[src/rtl/axis_fifo_pkg.sv]
// Shared types and constants for the packet FIFO read-side stream master.
package axis_fifo_pkg;

  localparam int SKID_DEPTH = 2;
  localparam int PKT_DATA_W = 32;

  typedef enum logic [1:0] {
    IDLE     = 2'd0,
    ACTIVE   = 2'd1,
    STOPPING = 2'd2
  } rd_state_e;

  typedef struct packed {
    logic [PKT_DATA_W-1:0] data;
    logic                  last;
  } skid_entry_t;

endpackage

[src/rtl/axis_skid_buf.sv]
// Two-entry register buffer that catches FIFO read data and feeds the stream port.
module axis_skid_buf
  import axis_fifo_pkg::*;
#(
  parameter int Width = 33
) (
  input  logic             clk,
  input  logic             reset_n,
  input  logic             push,
  input  logic [Width-1:0] push_data,
  output logic             out_valid,
  input  logic             out_ready,
  output logic [Width-1:0] out_data,
  output logic [1:0]       count
);

  logic [Width-1:0] mem [SKID_DEPTH];
  logic             wr_ptr;
  logic             rd_ptr;
  logic             pop;

  assign out_valid = (count != 2'd0);
  assign pop       = out_valid & out_ready;
  assign out_data  = mem[rd_ptr];

  // The caller never pushes into a full buffer unless it also pops that cycle.
  always_ff @(posedge clk or negedge reset_n) begin
    if (!reset_n) begin
      for (int i = 0; i < SKID_DEPTH; i++) mem[i] <= '0;
      wr_ptr <= 1'b0;
      rd_ptr <= 1'b0;
      count  <= 2'd0;
    end else begin
      if (push) begin
        mem[wr_ptr] <= push_data;
        wr_ptr      <= ~wr_ptr;
      end
      if (pop) rd_ptr <= ~rd_ptr;
      count <= count + {1'b0, push} - {1'b0, pop};
    end
  end

endmodule

[src/rtl/axis_fifo_pkt_reader.sv]
// Read-side master for the packet FIFO: issues reads, absorbs the one-cycle read
// latency in a skid buffer and streams packets out with boundary-aware stop.
module axis_fifo_pkt_reader
  import axis_fifo_pkg::*;
#(
  parameter int DataWidth = 32,
  parameter int MaxPktLen = 1024,
  parameter int CntWidth  = 16
) (
  input  logic                 clk,
  input  logic                 reset_n,
  input  logic                 enable,
  output logic                 fifo_readReq,
  output logic                 fifo_readDataReady,
  input  logic [DataWidth-1:0] fifo_readData,
  input  logic                 fifo_readDataValid,
  input  logic                 fifo_readDataLast,
  input  logic                 fifo_empty,
  output logic [DataWidth-1:0] m_tdata,
  output logic                 m_tvalid,
  input  logic                 m_tready,
  output logic                 m_tlast,
  output logic                 busy,
  output logic [CntWidth-1:0]  pkt_count,
  output logic [CntWidth-1:0]  last_pkt_words,
  output logic                 oversize_err
);

  localparam logic [31:0] MaxLen = 32'(MaxPktLen);

  rd_state_e           state;
  rd_state_e           state_next;
  logic                inflight;
  logic                fire;
  logic                beat;
  logic                mid_packet;
  logic                pending_last;
  logic                issue_ok;
  logic                room;
  logic [1:0]          occupancy;
  logic [1:0]          last_cnt;
  logic [2:0]          slots_used;
  logic [CntWidth-1:0] word_cnt;
  logic [CntWidth-1:0] word_inc;
  logic [DataWidth:0]  head;

  axis_skid_buf #(
    .Width(DataWidth + 1)
  ) u_skid (
    .clk      (clk),
    .reset_n  (reset_n),
    .push     (inflight),
    .push_data({fifo_readData, fifo_readDataLast}),
    .out_valid(m_tvalid),
    .out_ready(m_tready),
    .out_data (head),
    .count    (occupancy)
  );

  assign m_tdata    = head[DataWidth:1];
  assign m_tlast    = head[0];
  assign beat       = m_tvalid & m_tready;
  assign mid_packet = (word_cnt != '0);
  assign word_inc   = (word_cnt == '1) ? word_cnt : word_cnt + 1'b1;
  assign busy       = (state != IDLE);

  // A last word already arriving or buffered means the current packet is fully fetched.
  assign pending_last = (inflight & fifo_readDataLast) | (last_cnt != 2'd0);
  assign issue_ok     = ((state == ACTIVE) & enable) |
                        ((state != IDLE) & mid_packet & ~pending_last);

  // Slot accounting counts this cycle's pop so back-to-back reads keep full throughput.
  assign slots_used         = {1'b0, occupancy} + {2'b00, inflight} - {2'b00, beat};
  assign room               = (slots_used < 3'(SKID_DEPTH));
  assign fifo_readReq       = (state != IDLE);
  assign fifo_readDataReady = ~fifo_empty & issue_ok & room;
  assign fire               = fifo_readReq & fifo_readDataReady & ~fifo_empty;

  always_comb begin
    state_next = state;
    unique case (state)
      IDLE: begin
        if (enable) state_next = ACTIVE;
      end
      ACTIVE: begin
        if (!enable) begin
          if (mid_packet) state_next = STOPPING;
          else if (!inflight && occupancy == 2'd0) state_next = IDLE;
        end
      end
      STOPPING: begin
        if (enable) state_next = ACTIVE;
        else if (!mid_packet && !inflight && occupancy == 2'd0) state_next = IDLE;
      end
      default: state_next = IDLE;
    endcase
  end

  always_ff @(posedge clk or negedge reset_n) begin
    if (!reset_n) begin
      state    <= IDLE;
      inflight <= 1'b0;
      last_cnt <= 2'd0;
    end else begin
      state    <= state_next;
      inflight <= fire;
      last_cnt <= last_cnt + {1'b0, inflight & fifo_readDataLast} - {1'b0, beat & m_tlast};
    end
  end

  always_ff @(posedge clk or negedge reset_n) begin
    if (!reset_n) begin
      word_cnt       <= '0;
      pkt_count      <= '0;
      last_pkt_words <= '0;
      oversize_err   <= 1'b0;
    end else if (beat) begin
      if (m_tlast) begin
        last_pkt_words <= word_inc;
        word_cnt       <= '0;
        pkt_count      <= pkt_count + 1'b1;
      end else begin
        word_cnt <= word_inc;
        if (32'(word_inc) > MaxLen) oversize_err <= 1'b1;
      end
    end
  end

  assert property (@(posedge clk) disable iff (!reset_n) inflight |-> fifo_readDataValid);

endmodule

[config.mk]
export PLATFORM = sky130hd
export DESIGN_NAME = axis_fifo_pkt_reader
export DESIGN_NICKNAME = d
export VERILOG_FILES = /design/src/rtl/axis_fifo_pkg.sv /design/src/rtl/axis_skid_buf.sv /design/src/rtl/axis_fifo_pkt_reader.sv
export SDC_FILE = /design/constraint.sdc
export NUM_CORES = 1
export LEC_CHECK = 0
export CORE_MARGIN = 1
export CORE_UTILIZATION = 52
export DETAILED_ROUTE_END_ITERATION = 10
export PLACE_DENSITY_LB_ADDON = 0.05
export SYNTH_ARGS = -nofsm -noshare
export SYNTH_HDL_FRONTEND = slang
export SYNTH_SLANG_ARGS = --single-unit
[constraint.sdc]
create_clock -name clk -period 3.3 [get_ports clk]
set_input_delay 0.66 -clock clk [delete_from_list [all_inputs] [get_ports clk]]
set_output_delay 0.66 -clock clk [all_outputs]
set_load 0.01 [all_outputs]
==> results of run 1 <==
## what timing repair did
item / 4_1_cts / 5_1_grt
pin swaps: 6 / 5
setup endpoints to repair: 1 / 1
hold endpoints to repair: 0 / 0
buffers inserted: 1 / 3
gates resized for setup: 14 / 3
## area by class of cell
cell class | instances | area (µm²)
well taps | 140 | 175
flip-flops and latches | 124 | 3100
repair buffers | 124 | 1190
inverters | 12 | 47.5
fillers | 808 | 3180
clock buffers | 27 | 522
clock inverters | 5 | 53.8
multi-input cells | 333 | 2620
## through the flow
step	setup WS (ns)	std cells	total power, mW	util [%]
6_report	0.0357	765	6.81	70.8
5_1_grt	-0.0844	765	7.22	70.8
4_1_cts	-0.0708	762	6.83	70.5
3_5_place_dp	-0.426	729	4.99	64.8
3_3_place_gp	-0.363	729	4.88	64.8
2_1_floorplan	0.166	498	3.81	-
## flip-flops by register name (all words and copies together), names as in the netlist, 2 cells and up
| name | cells |
|---|---|
| u_skid.mem | 66 |
| u_skid.count | 2 |
| pkt_count | 16 |
| last_cnt | 2 |
| word_cnt | 16 |
| state | 2 |
| last_pkt_words | 16 |
## Yosys cell counts (all sizes together) (2+ instances only)
cell | number | area [µm²]
dfrtp | 124 | 3100
nand2b | 2 | 12.5
a21oi | 9 | 45.0
inv | 12 | 45.0
nor4b | 2 | 17.5
a22oi | 2 | 15.0
nor4 | 7 | 43.8
nand4 | 11 | 105
a41oi | 2 | 17.5
o21ai | 35 | 175
nor2b | 2 | 12.5
and3 | 3 | 18.8
xor2 | 11 | 96.3
xnor2 | 20 | 175
clkbuf | 13 | 48.8
mux2i | 4 | 40.0
or4 | 3 | 26.3
mux2 | 98 | 1100
ha | 7 | 87.6
a21o | 2 | 15.0
o31ai | 3 | 22.5
nand3 | 11 | 55.1
a31oi | 2 | 12.5
or2 | 2 | 12.5
nor3 | 9 | 45.0
and4 | 2 | 17.5
nand2 | 53 | 199
buf | 16 | 81.3
nor2 | 21 | 78.8
## how the worst max path moves through the flow
stage,from,end,cells after the start
floorplan,u_skid.count[1],fifo_readDataReady,10
global placement,m_tready,fifo_readDataReady,10
detailed placement,m_tready,fifo_readDataReady,10
CTS,u_skid.count[0],fifo_readDataReady,10
global route,u_skid.count[1],fifo_readDataReady,10
finish,u_skid.count[1],fifo_readDataReady,10
## critical path, cell delays in order (launching register included)
cell,delay [ns]
dfrtp_1,0.39
or2_4,0.27
nand2_4,0.07
inv_4,0.04
ha_4,0.25
inv_2,0.03
ha_4,0.14
fa_2,0.34
xnor2_2,0.16
nor4_2,0.22
buf_2,0.17
## cell families (layout without fill, tap and decap cells)
| logic type | count (synthesis) | count (layout) | share of synthesized area (%) |
|---|---|---|---|
| compound gates | 62 | 62 | 6.43 |
| xor+xnor | 31 | 31 | 4.65 |
| fa+ha+maj | 8 | 8 | 1.84 |
| buf+inv | 41 | 168 | 3.00 |
| flops | 124 | 124 | 53.2 |
| mux | 102 | 102 | 19.6 |
| simple gates | 130 | 130 | 11.3 |
## cell usage in the layout, fill, tap and decap left out, types with 3 or more instances in the layout
master and instances:
dfrtp_1 124, clkdlybuf4s50_1 105, mux2_2 98, nand2_1 52, o21ai_0 35, nor2_1 21
xnor2_1 19, buf_4 18, clkbuf_16 16, nand3_1 11, xor2_1 11, inv_1 10
nor3_1 9, a21oi_1 9, nand4_1 8, clkbuf_8 8, nor4_1 6, ha_1 5
mux2i_1 4, and3_1 3, o31ai_1 3, clkinv_2 3, clkbuf_1 3
## per-layer routing
metal / up-vias / wire, µm / global-route usage, %
met2: 115 / 5880 / 36.0
met4: 0 / 186 / 8.61
met1: 2054 / 5740 / 30.9
met5: - / 0 / 0
li1: 1986 / - / -
met3: 18 / 596 / 5.99
## power by group
part           switching, mW  internal, mW
Clock                  0.630          1.14
Combinational           1.11          1.59
Sequential             0.313          2.04
Total                   2.05          4.76
==> summary.md, run 1 <==
| Metric | Value |
|---|---|
| CTS Sinks | `124` |
| Synthesized area | `0.00583 mm²` |
| Rows | `38` |
| Leakage | `3.32 nW` |
| Yosys cell types | `44` |
| Number of synthesized flops with an enable pin | `0` |
| Pwr/cell area | `884 mW/mm²` |
| Final setup vio count | `0` |
| Post-route clock period utilization | `a little over nine tenths` |
| Clock slew at reported path FFs | `0.06 ns` |
| Post-synth net total | `545` |
| Clk_lat worst skew | `0.52 ns` |
| Max-Cap Viols | `0` |
| Synth Warn # | `0` |
| Tmin final | `3.26 ns` |
| Port Buffers | `107` |
| Hold buffers post-CTS | `0` |
| Drt first pass iters | `4` |
| Peak VDD IR | `0.591 mV` |
| Initial antenna violation count | `0` |
| Initial Util | `53.6%` |
| Max Root-Sink Buffers | `2` |
| CTS buffer count | `17` |
| Ys flop type | `dfrtp_1` |
| Reg2reg path depth | `7` |
| Layout Nets | `659` |
| Layout area overhead | `32.1%` |
| CP endpoint kind | `output port` |
| Root Driver | `clkbuf_8` |
| WP data required | `about 2.6 ns` |
| Reg2reg start | `word_cnt[0]` |
| Grt ovf | `0` |
| Hpwl dp | `8.27 mm` |
| RR Endpoint | `oversize_err` |
| Tightest Pin Transition | `1.05 ns` |
| Clock skew | `0.00428 ns` |
| Die height | `108 µm` |
| Vias per Instance | `approximately 5.5` |
| CP Launch Type | `flop` |
| #FFs+latches synth | `about 120` |
| Crit Path Class | `reg -> out` |
| FF-to-FF setup slack | `0.38 ns` |
| Setup TNS | `0 ns` |
| Synthesized instance count | `498` |
| Htree depth | `4` |
| Min-Delay Path Class | `in -> async` |
| Total track usage | `a little under a quarter` |
| DRT iter0 DRCs | `263` |
| Core Region | `0.0109 mm²` |
| Fmax | `0.306 GHz` |
| Slew margin rel. | `30.0%` |
| RD Place Congestion | `between 0.8 and 0.9` |
| Fin area | `0.00771 mm²` |
| CTS tree | `done` |
| Final Hold Vio Count | `0` |
| Worst Hold Slack | `0.180 ns` |
| Die width | `108 µm` |
| Share of cells above drive strength 1 | `around a quarter` |
| Routed Antenna Nets | `0` |
| DRC viols | `0` |
| RSZ-0062 raised after global routing | `yes` |
| Average wire per standard cell | `between 15 and 20 µm` |
| Vias post-DR | `around 4200` |
| ANT cells | `0` |
| Placed cell areas | `slightly above 0.007 mm²` |
| Vias in the first global route | `4146` |
| First-pass GRT wire length | `about 20 mm` |
| Wirelength, routed | `12.4 mm` |
| Status | `finished, final reports clean` |
| Seq/Total Area, Yosys | `53.2%` |
| Worst EP arrival | `2.60 ns` |
| Full die area | `0.0116 mm²` |
| Critical path peak fanout | `2` |
| IO Pins | `109` |
| Async S/R FF share, synth | `100%` |
| Slew Viols, Final | `0` |
| Largest net degree at the start of global routing | `56` |
| Avg Inst Size Synth | `11.7 µm²` |
Power figures use the tool's default switching activity.
==> run 2, diff against run 1 <==
--- a/config.mk
+++ b/config.mk
@@ -9,6 +9,7 @@
 export CORE_UTILIZATION = 52
 export DETAILED_ROUTE_END_ITERATION = 10
 export PLACE_DENSITY_LB_ADDON = 0.05
+export REMOVE_ABC_BUFFERS = 1
 export SYNTH_ARGS = -nofsm -noshare
 export SYNTH_HDL_FRONTEND = slang
 export SYNTH_SLANG_ARGS = --single-unit
==> run 2 against run 1 <==
Cell count rose by 0.65%; hold slack about the same; via count is 1.5% higher; combinational power increased by 2%; setup slack better by 0.028 ns; clock-buffer cell count shrank 9; global-route usage is 1.2 points higher; die area unchanged; clock power is 3% lower; sequential power hardly changed; clock skew up 0.0054 ns; critical path type unchanged.
==> summary.md, run 2 (synthesis gave the netlist of run 1 again) <==
| Metric | Value |
|---|---|
| Die width | `108 µm (unchanged)` |
| Largest delay share family, worst path | `adder cells` |
| Fmax | `0.309 GHz (+0.86%)` |
| Clk_lat worst skew | `0.52 ns (about the same)` |
| Vias post-DR | `4236 (+1.5%)` |
| ANT cells | `0 (unchanged)` |
| Initial Util | `53.6% (unchanged)` |
| Full die area | `0.0116 mm² (unchanged)` |
| Average wire per standard cell | `16.9 µm (+4.1%)` |
| Finished Core Util | `71.0% (+0.24 points)` |
| Wirelength, routed | `13.0 mm (+4.8%)` |
| Vias in the first global route | `4412 (+6.4%)` |
| Max reg flops | `66 (unchanged)` |
| Non-filler instance count after layout | `770 (+0.65%)` |
| Tmin final | `3.24 ns (-0.0279 ns)` |
| Grt ovf | `0 (unchanged)` |
| Core Region | `0.0109 mm² (unchanged)` |
| Total track usage | `24.2% (+1.2 points)` |
| Status | `finished, final reports clean` |
| DRT iter0 DRCs | `230 (-13%)` |
| Hold buffers post-CTS | `0 (unchanged)` |
| Min-Delay Path Class | `in -> async` |
| Drt first pass iters | `4 (unchanged)` |
| Routed Antenna Nets | `0 (unchanged)` |
| CTS Sinks | `124 (unchanged)` |
| Slew Viols, Final | `0 (unchanged)` |
| Htree depth | `4 (unchanged)` |
| Crit Path Class | `reg -> out` |
| Vias per Instance | `5.50 (+0.85%)` |
| Initial antenna violation count | `0 (unchanged)` |
| Clock skew | `0.00969 ns (+0.00540 ns)` |
| Final setup vio count | `0 (unchanged)` |
| Slew margin rel. | `29.9% (-0.10 points)` |
| Peak VDD IR | `0.524 mV (-11%)` |
| Largest net degree at the start of global routing | `55 (-1.8%)` |
| CTS buffer count | `17 (unchanged)` |
| CTS tree | `done` |
| Layout area overhead | `32.6%` |
| Tightest Pin Transition | `1.04 ns (-0.00583 ns)` |
| RD Place Congestion | `0.841 (+0.11%)` |
| Tot Pwr | `6.81 mW (about the same)` |
| Crit path buf inv count | `3 (unchanged)` |
| CP endpoint kind | `output port` |
| Critical path peak fanout | `2 (unchanged)` |
| Layout Nets | `664 (+0.76%)` |
| Clock slew at reported path FFs | `0.06 ns (about the same)` |
| Commonest non-fill, non-tap cell in the layout | `dfrtp_1` |
| Share of cells above drive strength 1 | `27.8% (+1.5 points)` |
| Max-Cap Viols | `0 (unchanged)` |
| IO Pins | `109 (unchanged)` |
| CP Launch Type | `flop` |
| Die height | `108 µm (unchanged)` |
| Post-route clock period utilization | `98.1% (-0.85 points)` |
| Most frequent cells in the layout | `dfrtp_1, clkdlybuf4s50_1, mux2_2, nand2_1, o21ai_0` |
| Pwr/cell area | `881 mW/mm² (-0.28%)` |
| First-pass GRT wire length | `21.5 mm (+5.2%)` |
| Port Buffers | `107 (unchanged)` |
| Hpwl dp | `8.44 mm (+2.0%)` |
| Reg with most FFs | `u_skid.mem` |
| Max Root-Sink Buffers | `2 (unchanged)` |
| Crit-path cells | `or2_4 -> nand2_2 -> inv_2 -> ha_4 -> inv_2 -> ha_4 -> fa_2 -> xnor2_2 -> nor4_2 -> buf_2` |
| WP data required | `2.64 ns (about the same)` |
| Fill cells | `813 (+0.62%)` |
| Rows | `38 (unchanged)` |
| Slowest CP cell | `dfrtp_1` |
| Placed cells | `728 (-0.14%)` |
| RSZ-0062 raised after global routing | `yes` |
| DRC viols | `0 (unchanged)` |
| Worst EP arrival | `2.58 ns (-0.02 ns)` |
| Critical Path Max Stage Delay | `0.37 ns (-0.02 ns)` |
| Root Driver | `clkbuf_8` |
| Final Hold Vio Count | `0 (unchanged)` |
| Worst Hold Slack | `0.181 ns (+0.000459 ns)` |
| Leakage | `3.32 nW (+0.28%)` |
-- run 2: cell types whose count changed in the layout (fill, tap and decap cells not counted), sizes merged --
cell | before | now
clkbuf | 27 | 18
clkinv | 4 | 9
inv | 12 | 13
buf | 19 | 24
clkinvlp | 0 | 3
-- run 2: cell type report --
type	instances	area [µm²]	share of cell area, %
sequential	124	3100	40.1
multi-input combinational	333	2620	33.9
timing repair buffer	129	1240	16.0
clock buffer	18	428	5.53
tap	140	175	2.27
clock inverter	14	121	1.57
inverter	12	45.0	0.582
-- run 2: timing repair --
item,CTS,global route
pin swaps,6,3
resized for setup,15,3
gates cloned,0,0
setup buffers,11,0
setup endpoints to repair,1,3
-- run 2: stage by stage --
step	setup slack, ns	setup TNS (ns)	instance area (µm²)
after detailed placement	-0.447	-0.447	7060
final	0.0636	0	7730
after global routing	-0.0568	-0.0568	7730
after global placement	-0.381	-0.381	7060
after CTS	-0.0631	-0.0631	7730
after floorplan	0.0631	0	5700
-- run 2: power breakdown --
group          switching (mW)  internal (mW)  total, mW
registers               0.324           2.04       2.36
logic                    1.14           1.61       2.75
clock network           0.693           1.02       1.71
-- run 2: final timing paths --
kind,start,to,slack (ns),cells after the start
max,u_skid.count[0],fifo_readDataReady,0.06,10
min,reset_n,u_skid.mem[40],0.18,1
max reg2reg,u_skid.count[0],last_cnt[1],0.11,21
min reg2reg,last_pkt_words[8],last_pkt_words[8],0.47,2
max in group asynchronous,reset_n,u_skid.mem[49],2.38,2
min in group clk,last_pkt_words[8],last_pkt_words[8],0.47,2
-- run 2: metal layers --
layer	part of all wire (%)	global-route usage (%)	vias up	wire (µm)
met1	44	31.5	2115	5750
met3	4.3	6.23	19	554
li1	-	-	1998	-
met5	0	0	-	0
met4	1.2	6.95	0	157
met2	50	39.9	104	6540
==> run 3, diff against run 2 <==
--- a/config.mk
+++ b/config.mk
@@ -8,6 +8,7 @@
 export CORE_MARGIN = 1
 export CORE_UTILIZATION = 52
 export DETAILED_ROUTE_END_ITERATION = 10
+export GPL_TIMING_DRIVEN = 0
 export PLACE_DENSITY_LB_ADDON = 0.05
 export REMOVE_ABC_BUFFERS = 1
 export SYNTH_ARGS = -nofsm -noshare
==> constraint.sdc (replaced) <==
create_clock -name clk -period 3.45 [get_ports clk]
set_input_delay 0.69 -clock clk [delete_from_list [all_inputs] [get_ports clk]]
set_output_delay 0.69 -clock clk [all_outputs]
set_load 0.01 [all_outputs]
==> run 3 against run 2 <==
Sequential share of layout area is 0.16 points higher; critical endpoint unchanged; critical path depth stayed put; largest power group unchanged; sequential power hardly changed; register-to-register slack better by 0.33 ns; clock skew is 0.0026 ns lower; clock-buffer cell count is 7 higher; non-clock buffer count is 15 lower; hold slack worse by 0.13 ns; total power is 3.5% lower; combinational power is 11% lower; via count is 1.7% lower; routed wire length is 4.9% lower; highest routed layer unchanged.
==> summary.md, run 3 (synthesis gave the netlist of run 1 again) <==
| Metric | Value |
|---|---|
| Largest delay share family, worst path | `adder cells` |
| Combinational power share | `37.1% (-3.2 points)` |
| Register share of total power | `35.4% (+0.8 points)` |
| Max-Cap Viols | `0 (unchanged)` |
| Vias per Instance | `5.53 (+0.43%)` |
| DRT iter0 DRCs | `175 (-24%)` |
| Die width | `108 µm (unchanged)` |
| Root Driver | `clkbuf_8` |
| Die height | `108 µm (unchanged)` |
| Min-Delay Path Class | `in -> async` |
| Port Buffers | `107 (unchanged)` |
| Core Region | `0.0109 mm² (unchanged)` |
| CP endpoint kind | `output port` |
| Slew Viols, Final | `0 (unchanged)` |
| Slew margin rel. | `21.2% (-8.7 points)` |
| Critical path peak fanout | `2 (unchanged)` |
| Htree depth | `4 (unchanged)` |
| Hpwl dp | `7.97 mm (-5.6%)` |
| Tightest Pin Transition | `1.17 ns (+0.129 ns)` |
| Status | `finished, final reports clean` |
| Total track usage | `23.0% (-1.2 points)` |
| Final Hold Vio Count | `0 (unchanged)` |
| Crit path buf inv count | `3 (unchanged)` |
| Layout area overhead | `32.2%` |
| Commonest non-fill, non-tap cell in the layout | `dfrtp_1` |
| FF-to-FF setup slack | `0.44 ns (+0.33 ns)` |
| CTS buffer count | `17 (unchanged)` |
| Average wire per standard cell | `16.4 µm (-2.9%)` |
| Largest net degree at the start of global routing | `88 (+60%)` |
| Max reg flops | `66 (unchanged)` |
| Max Root-Sink Buffers | `2 (unchanged)` |
| Crit-path cells | `or2_4 -> nand2_4 -> clkinvlp_4 -> ha_4 -> inv_2 -> ha_4 -> fa_2 -> xnor2_2 -> nor4_2 -> buf_2` |
| Final setup vio count | `0 (unchanged)` |
| Clk_lat worst skew | `0.54 ns (+0.02 ns)` |
| Initial Util | `53.6% (unchanged)` |
| Register area | `0.00311 mm² (+0.12%)` |
| Share of cells above drive strength 1 | `25.4% (-2.4 points)` |
| Post-route clock period utilization | `99.8%` |
| Pwr/cell area | `853 mW/mm² (-3.2%)` |
| Internal power | `4.62 mW (-0.98%)` |
| Drt first pass iters | `4 (unchanged)` |
| Tmin final | `about 3.4 ns` |
| Layout Nets | `649 (-2.3%)` |
| Non-filler instance count after layout | `754 (-2.1%)` |
| Placed cells | `718 (-1.4%)` |
| Slowest CP cell | `dfrtp_1` |
| Fill cells | `804 (-1.1%)` |
| Reg2reg start | `u_skid.rd_ptr` |
| DRC viols | `0 (unchanged)` |
| RSZ-0062 raised after global routing | `yes` |
| ANT cells | `0 (unchanged)` |
| WP data required | `2.76 ns (+0.12 ns)` |
| CP Launch Type | `flop` |
| Clock power share | `27.5% (+2.4 points)` |
| Vias in the first global route | `4185 (-5.1%)` |
| Initial antenna violation count | `0 (unchanged)` |
| Rows | `38 (unchanged)` |
| RD Place Congestion | `0.819 (-2.7%)` |
| Critical Path Max Stage Delay | `0.38 ns (about the same)` |
| Fmax | `0.290 GHz` |
| Most frequent cells in the layout | `dfrtp_1, clkdlybuf4s50_1, mux2_2, nand2_1, o21ai_0` |
| Tot Pwr | `6.58 mW (-3.5%)` |
| Wirelength, routed | `12.4 mm (-4.9%)` |
| CTS Sinks | `124 (unchanged)` |
| Full die area | `0.0116 mm² (unchanged)` |
| Peak VDD IR | `0.512 mV (-2.3%)` |
| Clock slew at reported path FFs | `0.06 ns (about the same)` |
| Grt ovf | `0 (unchanged)` |
| Switching share of power | `29.8% (-1.8 points)` |
| CP most frequent cell | `ha_4` |
| RR Endpoint | `last_cnt[1]` |
| Vias post-DR | `4166 (-1.7%)` |
| CTS tree | `done` |
| IO Pins | `109 (unchanged)` |
| First-pass GRT wire length | `20.4 mm (-5.3%)` |
| Clock skew | `0.00710 ns (-0.00259 ns)` |
| Leakage | `3.29 nW (-1.2%)` |
| NetSw | `1.96 mW (-8.9%)` |
| Worst EP arrival | `2.75 ns (+0.17 ns)` |
| Crit Path Class | `reg -> out` |
| Routed Antenna Nets | `0 (unchanged)` |
| Reg2reg path depth | `9 (-57%)` |
| Multi-input gate area | `0.00262 mm² (unchanged)` |
| Reg with most FFs | `u_skid.mem` |
-- run 3: worst max-delay path by stage --
stage                    start                  to  slack (ns)  cells after the start
2_1_floorplan  u_skid.count[1]  fifo_readDataReady        0.18                      9
3_3_place_gp           reset_n       pkt_count[10]       -3.06                      1
3_5_place_dp          m_tready  fifo_readDataReady       -0.90                      9
4_1_cts        u_skid.count[1]  fifo_readDataReady        -0.1                     10
5_1_grt        u_skid.count[0]  fifo_readDataReady       -0.12                     10
6_report       u_skid.count[0]  fifo_readDataReady       0.005                     10
-- run 3: final cells by class --
class                           count  share of cell area (%)
Sequential cell                   124                    40.3
Multi-Input combinational cell    333                    34.0
Timing Repair Buffer              114                    15.0
Clock buffer                       25                    6.41
Tap cell                          140                    2.27
Clock inverter                      6                    1.40
Inverter                           12                   0.633
-- run 3: layer usage --
layer | global-route usage (%) | routed length (µm) | vias up | part of all wire (%)
met1 | 29.5 | 5660 | 2068 | 46
met5 | 0 | 0 | - | 0
met2 | 36.3 | 5840 | 109 | 47
met4 | 11.1 | 286 | 0 | 2.3
li1 | - | - | 1964 | -
met3 | 6.05 | 570 | 25 | 4.6
-- run 3: metrics by stage --
| stage | setup slack, ns | hold WS, ns | setup TNS, ns | utilization, % | area [µm²] |
|---|---|---|---|---|---|
| after floorplan | 0.183 | 0.394 | 0 | - | 5700 |
| after global placement | -3.06 | 0.455 | -383.87 | 63.8 | 6950 |
| after detailed placement | -0.904 | 0.462 | -1.74 | 64.5 | 7020 |
| after CTS | -0.0994 | 0.0549 | -0.0994 | 70.3 | 7650 |
| after global routing | -0.124 | 0.0730 | -0.124 | 70.8 | 7710 |
| final | 0.00530 | 0.0534 | 0 | 70.8 | 7710 |
-- run 3: worst register-to-register path: cells and delay by family (launching register included) --
| family | cells | cell delay (ns) |
|---|---|---|
| xor+xnor | 2 | 0.30 |
| fa+ha+maj | 2 | 0.52 |
| buf+inv | 3 | 0.52 |
| flops | 1 | 0.75 |
| simple gates | 1 | 0.52 |
| mux | 1 | 0.33 |
-- run 3: power by group through the flow --
| stage | logic, mW | clock network [mW] | registers [mW] |
|---|---|---|---|
| final | 2.44 | 1.81 | 2.33 |
| after global routing | 2.65 | 1.90 | 2.41 |
| after CTS | 2.41 | 1.84 | 2.33 |
| after detailed placement | 2.36 | 0 | 2.35 |
| after global placement | 2.31 | 0 | 2.30 |
| after floorplan | 1.35 | 0 | 2.25 |
-- run 3: repair_timing --
action	CTS	global route
setup endpoints to repair	3	3
hold buffers	0	0
pin swaps	2	6
gates resized for setup	10	7
setup buffers	2	3
